File: src/rtl/bus_command_decoder_if.sv
// CPU-side command bus: chip select, write/read strobes, register address and write data.
interface bus_command_decoder_if;
  logic       CS_N;
  logic       WR_N;
  logic       RD_N;
  logic       A0;
  logic [7:0] DATA_BUS;

  modport master (output CS_N, WR_N, RD_N, A0, DATA_BUS);
  modport slave  (input  CS_N, WR_N, RD_N, A0, DATA_BUS);
endinterface

File: src/rtl/bus_command_decoder.sv
// Interrupt-controller style command decoder: captures CPU writes, classifies ICW1-4 / OCW1-3,
// tracks the initialization sequence and produces single-cycle command and read pulses.
module bus_command_decoder #(
  parameter bit OCW_GATE = 1'b1
) (
  input  logic                   CLK,
  input  logic                   RESET,
  bus_command_decoder_if.slave   bus,
  output logic                   ICW1_RECEIVED,
  output logic                   ICW2_RECEIVED,
  output logic                   ICW3_RECEIVED,
  output logic                   ICW4_RECEIVED,
  output logic                   OCW1_RECEIVED,
  output logic                   OCW2_RECEIVED,
  output logic                   OCW3_RECEIVED,
  output logic [7:0]             DATA_OUT,
  output logic                   SNGL,
  output logic                   IC4,
  output logic                   INIT_DONE,
  output logic                   READ_STROBE,
  output logic                   READ_A0
);

  localparam int unsigned DW = 8;
  localparam int unsigned PW = 7;

  localparam logic [PW-1:0] P_ICW1 = 7'b1000000;
  localparam logic [PW-1:0] P_ICW2 = 7'b0100000;
  localparam logic [PW-1:0] P_ICW3 = 7'b0010000;
  localparam logic [PW-1:0] P_ICW4 = 7'b0001000;
  localparam logic [PW-1:0] P_OCW1 = 7'b0000100;
  localparam logic [PW-1:0] P_OCW2 = 7'b0000010;
  localparam logic [PW-1:0] P_OCW3 = 7'b0000001;

  typedef enum logic [1:0] {
    CMD_READY  = 2'b00,
    WRITE_ICW2 = 2'b01,
    WRITE_ICW3 = 2'b10,
    WRITE_ICW4 = 2'b11
  } state_e;

  state_e        state_q, state_d;
  logic          pend_q, pend_d;
  logic          a0_q, a0_d;
  logic [DW-1:0] data_q, data_d;
  logic [PW-1:0] pulse_q, pulse_d;
  logic [DW-1:0] data_out_q, data_out_d;
  logic          sngl_q, sngl_d;
  logic          ic4_q, ic4_d;
  logic          init_done_q, init_done_d;
  logic          rd_prev_q, rd_prev_d;
  logic          strobe_q, strobe_d;
  logic          read_a0_q, read_a0_d;

  logic wr_cyc_c;
  logic rd_cyc_c;

  assign wr_cyc_c = !bus.CS_N && !bus.WR_N &&  bus.RD_N;
  assign rd_cyc_c = !bus.CS_N && !bus.RD_N &&  bus.WR_N;

  always_ff @(posedge CLK or negedge RESET) begin
    if (!RESET) begin
      state_q     <= CMD_READY;
      pend_q      <= 1'b0;
      a0_q        <= 1'b0;
      data_q      <= '0;
      pulse_q     <= '0;
      data_out_q  <= '0;
      sngl_q      <= 1'b0;
      ic4_q       <= 1'b0;
      init_done_q <= 1'b0;
      rd_prev_q   <= 1'b0;
      strobe_q    <= 1'b0;
      read_a0_q   <= 1'b0;
    end else begin
      state_q     <= state_d;
      pend_q      <= pend_d;
      a0_q        <= a0_d;
      data_q      <= data_d;
      pulse_q     <= pulse_d;
      data_out_q  <= data_out_d;
      sngl_q      <= sngl_d;
      ic4_q       <= ic4_d;
      init_done_q <= init_done_d;
      rd_prev_q   <= rd_prev_d;
      strobe_q    <= strobe_d;
      read_a0_q   <= read_a0_d;
    end
  end

  always_comb begin
    state_d     = state_q;
    pend_d      = pend_q;
    a0_d        = a0_q;
    data_d      = data_q;
    pulse_d     = '0;
    data_out_d  = data_out_q;
    sngl_d      = sngl_q;
    ic4_d       = ic4_q;
    init_done_d = init_done_q;

    // Read strobe fires only on the first cycle of a read; A0 held until the next one.
    rd_prev_d = rd_cyc_c;
    strobe_d  = rd_cyc_c && !rd_prev_q;
    read_a0_d = (rd_cyc_c && !rd_prev_q) ? bus.A0 : read_a0_q;

    if (wr_cyc_c) begin
      pend_d = 1'b1;
      a0_d   = bus.A0;
      data_d = bus.DATA_BUS;
    end else if (!bus.WR_N) begin
      pend_d = 1'b0;
    end else if (pend_q) begin
      pend_d = 1'b0;
      if (!a0_q && data_q[4]) begin
        pulse_d     = P_ICW1;
        data_out_d  = data_q;
        sngl_d      = data_q[1];
        ic4_d       = data_q[0];
        init_done_d = 1'b0;
        state_d     = WRITE_ICW2;
      end else begin
        unique case (state_q)
          WRITE_ICW2: if (a0_q) begin
            pulse_d    = P_ICW2;
            data_out_d = data_q;
            if (!sngl_q) begin
              state_d = WRITE_ICW3;
            end else if (ic4_q) begin
              state_d = WRITE_ICW4;
            end else begin
              state_d     = CMD_READY;
              init_done_d = 1'b1;
            end
          end
          WRITE_ICW3: if (a0_q) begin
            pulse_d    = P_ICW3;
            data_out_d = data_q;
            if (ic4_q) begin
              state_d = WRITE_ICW4;
            end else begin
              state_d     = CMD_READY;
              init_done_d = 1'b1;
            end
          end
          WRITE_ICW4: if (a0_q) begin
            pulse_d     = P_ICW4;
            data_out_d  = data_q;
            state_d     = CMD_READY;
            init_done_d = 1'b1;
          end
          // D4 is known zero here when A0=0; that pattern was claimed by ICW1 above.
          CMD_READY: if (init_done_q || !OCW_GATE) begin
            data_out_d = data_q;
            if (a0_q)          pulse_d = P_OCW1;
            else if (!data_q[3]) pulse_d = P_OCW2;
            else               pulse_d = P_OCW3;
          end
          default: ;
        endcase
      end
    end
  end

  assign ICW1_RECEIVED = pulse_q[6];
  assign ICW2_RECEIVED = pulse_q[5];
  assign ICW3_RECEIVED = pulse_q[4];
  assign ICW4_RECEIVED = pulse_q[3];
  assign OCW1_RECEIVED = pulse_q[2];
  assign OCW2_RECEIVED = pulse_q[1];
  assign OCW3_RECEIVED = pulse_q[0];
  assign DATA_OUT      = data_out_q;
  assign SNGL          = sngl_q;
  assign IC4           = ic4_q;
  assign INIT_DONE     = init_done_q;
  assign READ_STROBE   = strobe_q;
  assign READ_A0       = read_a0_q;

endmodule

File: src/flat_wrapper.sv
// flat-port wrapper written by rule: the top's interface ports become plain ports
module bus_command_decoder_flat 
#(
  parameter bit OCW_GATE = 1'b1
)
  (CLK, RESET, ICW1_RECEIVED, ICW2_RECEIVED, ICW3_RECEIVED, ICW4_RECEIVED, OCW1_RECEIVED, OCW2_RECEIVED, OCW3_RECEIVED, DATA_OUT, SNGL, IC4, INIT_DONE, READ_STROBE, READ_A0, bus_CS_N, bus_WR_N, bus_RD_N, bus_A0, bus_DATA_BUS);
  bus_command_decoder_if bus_i ();
  input  logic CLK;
  input  logic RESET;
  output logic ICW1_RECEIVED;
  output logic ICW2_RECEIVED;
  output logic ICW3_RECEIVED;
  output logic ICW4_RECEIVED;
  output logic OCW1_RECEIVED;
  output logic OCW2_RECEIVED;
  output logic OCW3_RECEIVED;
  output logic [7:0] DATA_OUT;
  output logic SNGL;
  output logic IC4;
  output logic INIT_DONE;
  output logic READ_STROBE;
  output logic READ_A0;
  input wire logic [$bits(bus_i.CS_N)-1:0] bus_CS_N;
  input wire logic [$bits(bus_i.WR_N)-1:0] bus_WR_N;
  input wire logic [$bits(bus_i.RD_N)-1:0] bus_RD_N;
  input wire logic [$bits(bus_i.A0)-1:0] bus_A0;
  input wire logic [$bits(bus_i.DATA_BUS)-1:0] bus_DATA_BUS;
  assign bus_i.CS_N = bus_CS_N;
  assign bus_i.WR_N = bus_WR_N;
  assign bus_i.RD_N = bus_RD_N;
  assign bus_i.A0 = bus_A0;
  assign bus_i.DATA_BUS = bus_DATA_BUS;
  bus_command_decoder #(.OCW_GATE(OCW_GATE)) u_core (.CLK(CLK), .RESET(RESET), .bus(bus_i), .ICW1_RECEIVED(ICW1_RECEIVED), .ICW2_RECEIVED(ICW2_RECEIVED), .ICW3_RECEIVED(ICW3_RECEIVED), .ICW4_RECEIVED(ICW4_RECEIVED), .OCW1_RECEIVED(OCW1_RECEIVED), .OCW2_RECEIVED(OCW2_RECEIVED), .OCW3_RECEIVED(OCW3_RECEIVED), .DATA_OUT(DATA_OUT), .SNGL(SNGL), .IC4(IC4), .INIT_DONE(INIT_DONE), .READ_STROBE(READ_STROBE), .READ_A0(READ_A0));
endmodule
File: config.mk
export PLATFORM = sky130hd
export DESIGN_NAME = bus_command_decoder_flat
export DESIGN_NICKNAME = d
export VERILOG_FILES = /design/src/rtl/bus_command_decoder_if.sv /design/src/rtl/bus_command_decoder.sv /design/src/flat_wrapper.sv
export SDC_FILE = /design/constraint.sdc
export NUM_CORES = 1
export LEC_CHECK = 0
export ABC_AREA = 0
export CAP_MARGIN = 20
export CORE_AREA = 2 2 60 62
export CTS_BUF_LIST = sky130_fd_sc_hd__clkbuf_16
export DETAILED_ROUTE_END_ITERATION = 6
export DIE_AREA = 0 0 62 64
export PLACE_DENSITY = 0.73
export SETUP_SLACK_MARGIN = 0.02
export SLEW_MARGIN = 25
export SYNTH_ARGS = -nofsm -noshare
export SYNTH_HDL_FRONTEND = slang
export SYNTH_SLANG_ARGS = --single-unit
File: constraint.sdc
create_clock -name CLK -period 1.8 [get_ports CLK]
set_input_delay 0.18 -clock CLK [delete_from_list [all_inputs] [get_ports CLK]]
set_output_delay 0.18 -clock CLK [all_outputs]
set_load 0.005 [all_outputs]
==> impl_metrics.json <==
{
  "fin_crit_sh": 0.990,
  "final-seq-area_um2": 828,
  "ys_top_cells_by_count": "33 x dfrtp_1, 10 x inv_1, 9 x mux2_2",
  "synth-edff-count": 0,
  "synth.most_common_cell": "dfrtp_1",
  "gr-total-overflow": 0,
  "setup_viol": 0,
  "clockRootBuffer": "clkbuf_16",
  "die_h_um": 64,
  "rr_worst_depth": 6,
  "port_buffers": 33,
  "critPathArrivalTime_ns": 1.99,
  "finalWorstPathRequiredPeriod_ns": 1.78,
  "crit_fanout": 4,
  "drt-wirelength-per-cell_um": 13.7,
  "ys_ff_latch": 33,
  "syn-mean-instance-area_um2": 13.4,
  "path_class": "reg -> reg",
  "r2r_slack_ns": 0.02,
  "antenna_left": 0,
  "multi_input_area_um2": 548,
  "routed_via_density": 4.69,
  "maxSlewViolCount": 0,
  "insertedDiodeCount": 0,
  "cts_buffer_depth": 2,
  "grt_pass1_wl_um": 4610,
  "antenna_found_initial": 0,
  "cts_buffers": 5,
  "drt_iter0_drc": 38,
  "yosys.area.top_type": "dfrtp_1",
  "ys_types": 27,
  "clock.fmax_mhz": 561,
  "power_mw": 2.88,
  "clk_latency_ns": 0.27,
  "final.setup_skew_ns": 0.00282,
  "drtPass1Iterations": 4,
  "gp_congestion": 0.793,
  "required_ns": 2.01,
  "yosysWarnings": 0,
  "htreeDepth": 2,
  "start_kind": "flop",
  "netlist_top_cells_area": "dfrtp_1 59%, mux2_2 7.3%, mux2_1 6.5%",
  "power_density_nw_per_um2": 1380,
  "maxCapViolCount": 0,
  "drt-total-wl_um": 2840,
  "num_vias": 970,
  "placementRows": 21,
  "final_util": 0.637,
  "syn-cell-area_um2": 1390,
  "initial_core_util": 0.424,
  "hpwl_um": 1980,
  "irDropWorstVdd_uv": 881,
  "grt_max_degree": 34,
  "r2r-start": "u_core.state_q[1]$_DFFE_PN0P_",
  "fp.dieW_um": 62,
  "drcViolationCount": 0,
  "rsz0062_at_grt": "true",
  "worst_slew_pin_slew_ns": 0.401,
  "cts_sinks": 33,
  "synth_flop_cell": "dfrtp_1",
  "ios": 34,
  "first_global_vias": 1000,
  "synthesis.nets": 125,
  "hold_viol": 0,
  "nFillCells": 246,
  "synth-async-reset-ratio": 1.00,
  "run_status": "finished, final reports clean",
  "cts_tree": "done",
  "crit_path_end_kind": "flop",
  "core_um2": 3280,
  "hold_class": "in -> async",
  "syn2layout_area_growth_pct": 50.0,
  "leakage_nw": 0.930,
  "slew_headroom": 0.733,
  "grtUsageTotal": 0.167,
  "die-area_um2": 3970,
  "synthCells": 104,
  "r2r_end": "u_core.INIT_DONE$_DFFE_PN0P_",
  "clkTransAtPathRegs_ns": 0.05,
  "layout.nets": 181,
  "synthDominantCellAreaShare": 0.592,
  "drive_gt1_frac": 0.286,
  "ys_seq_area_frac": 0.592
}
-- stage by stage --
| step | setup TNS [ns] | std cells | hold slack (ns) | instance area (µm²) | worst slack (ns) |
|---|---|---|---|---|---|
| 2_1_floorplan | 0 | 104 | -0.116 | 1400 | 0.0235 |
| 3_3_place_gp | 0 | 192 | 0.401 | 1870 | 0.0351 |
| 3_5_place_dp | -0.0592 | 192 | 0.415 | 1870 | -0.0559 |
| 4_1_cts | 0 | 204 | 0.320 | 2060 | 0.0222 |
| 5_1_grt | -0.140 | 207 | 0.360 | 2090 | -0.0567 |
| 6_report | 0 | 207 | 0.303 | 2090 | 0.0185 |
-- power by group --
part / switching [mW] / internal (mW) / leakage (nW)
sequential: 0.156 / 0.934 / 0.410
clock: 0.273 / 0.495 / 0.0776
combinational: 0.407 / 0.619 / 0.442
-- logic make-up after synthesis --
kind of cell    synth area share
flops                      0.592
simple gates              0.0943
mux                        0.145
buf+inv                   0.0341
compound gates            0.0718
fa+ha+maj                 0.0628
-- critical path: stages (launching register included) --
cell and delay (ns):
dfrtp_2 0.43, inv_4 0.07, ha_4 0.16, or3_4 0.40
a221oi_4 0.37, o221ai_2 0.15, a21oi_2 0.13
-- area by class of cell --
| class | count | area share |
|---|---|---|
| inverters | 10 | 0.0203 |
| multi-input cells | 59 | 0.262 |
| clock inverters | 3 | 0.00539 |
| well taps | 46 | 0.0275 |
| repair buffers | 51 | 0.229 |
| clock buffers | 5 | 0.0598 |
| flip-flops and latches | 33 | 0.396 |
-- sequential cells by signal, indices dropped and copies added, names as in the netlist --
signal,flops
u_core.DATA_OUT,8
u_core.IC4,1
u_core.INIT_DONE,1
u_core.READ_A0,1
u_core.READ_STROBE,1
u_core.SNGL,1
u_core.a0_q,1
u_core.data_q,8
u_core.pend_q,1
u_core.pulse_q,7
u_core.rd_prev_q,1
u_core.state_q,2
-- worst max-delay path by stage --
stage                                   from                            to  slack (ns)
6_report       u_core.state_q[1]$_DFFE_PN0P_  u_core.INIT_DONE$_DFFE_PN0P_        0.02
4_1_cts        u_core.state_q[1]$_DFFE_PN0P_  u_core.INIT_DONE$_DFFE_PN0P_        0.02
3_3_place_gp   u_core.state_q[1]$_DFFE_PN0P_  u_core.INIT_DONE$_DFFE_PN0P_        0.04
5_1_grt        u_core.state_q[1]$_DFFE_PN0P_  u_core.INIT_DONE$_DFFE_PN0P_       -0.06
2_1_floorplan  u_core.state_q[0]$_DFFE_PN0P_  u_core.INIT_DONE$_DFFE_PN0P_        0.02
3_5_place_dp   u_core.state_q[0]$_DFFE_PN0P_  u_core.INIT_DONE$_DFFE_PN0P_       -0.06
-- placed cells by master (no fill, tap or decap), drive strengths merged --
master | Yosys | layout
clkbuf | 0 | 5
nor2b | 2 | 2
a221oi | 1 | 1
nor2 | 8 | 8
inv | 10 | 13
o21ai | 4 | 4
mux2i | 1 | 1
a31oi | 2 | 2
or3 | 1 | 1
clkdlybuf4s50 | 0 | 33
o31a | 1 | 1
ha | 7 | 7
o221ai | 2 | 2
nor3b | 2 | 2
nor4 | 2 | 2
dfrtp | 33 | 33
nand4 | 1 | 1
nand2 | 4 | 4
mux2 | 17 | 17
a21oi | 1 | 1
nand3 | 1 | 1
buf | 2 | 18
nand2b | 1 | 1
nor3 | 1 | 1
-- what timing repair did --
item | 4_1_cts | 5_1_grt
hold buffers | 0 | 0
buffers inserted | 4 | 3
hold endpoints to repair | 0 | 0
resized for setup | 8 | 2
pin swaps | 5 | 3
endpoints found under the setup margin | 3 | 8
-- routing by layer --
metal / share of wire / vias up / track usage
li1: - / 470 / -
met1: 0.43 / 469 / 0.187
met2: 0.50 / 25 / 0.266
met3: 0.046 / 6 / 0.0668
met4: 0.025 / 0 / 0.0878
met5: 0 / - / 0
No activity file was read; power rests on OpenSTA's default activity.
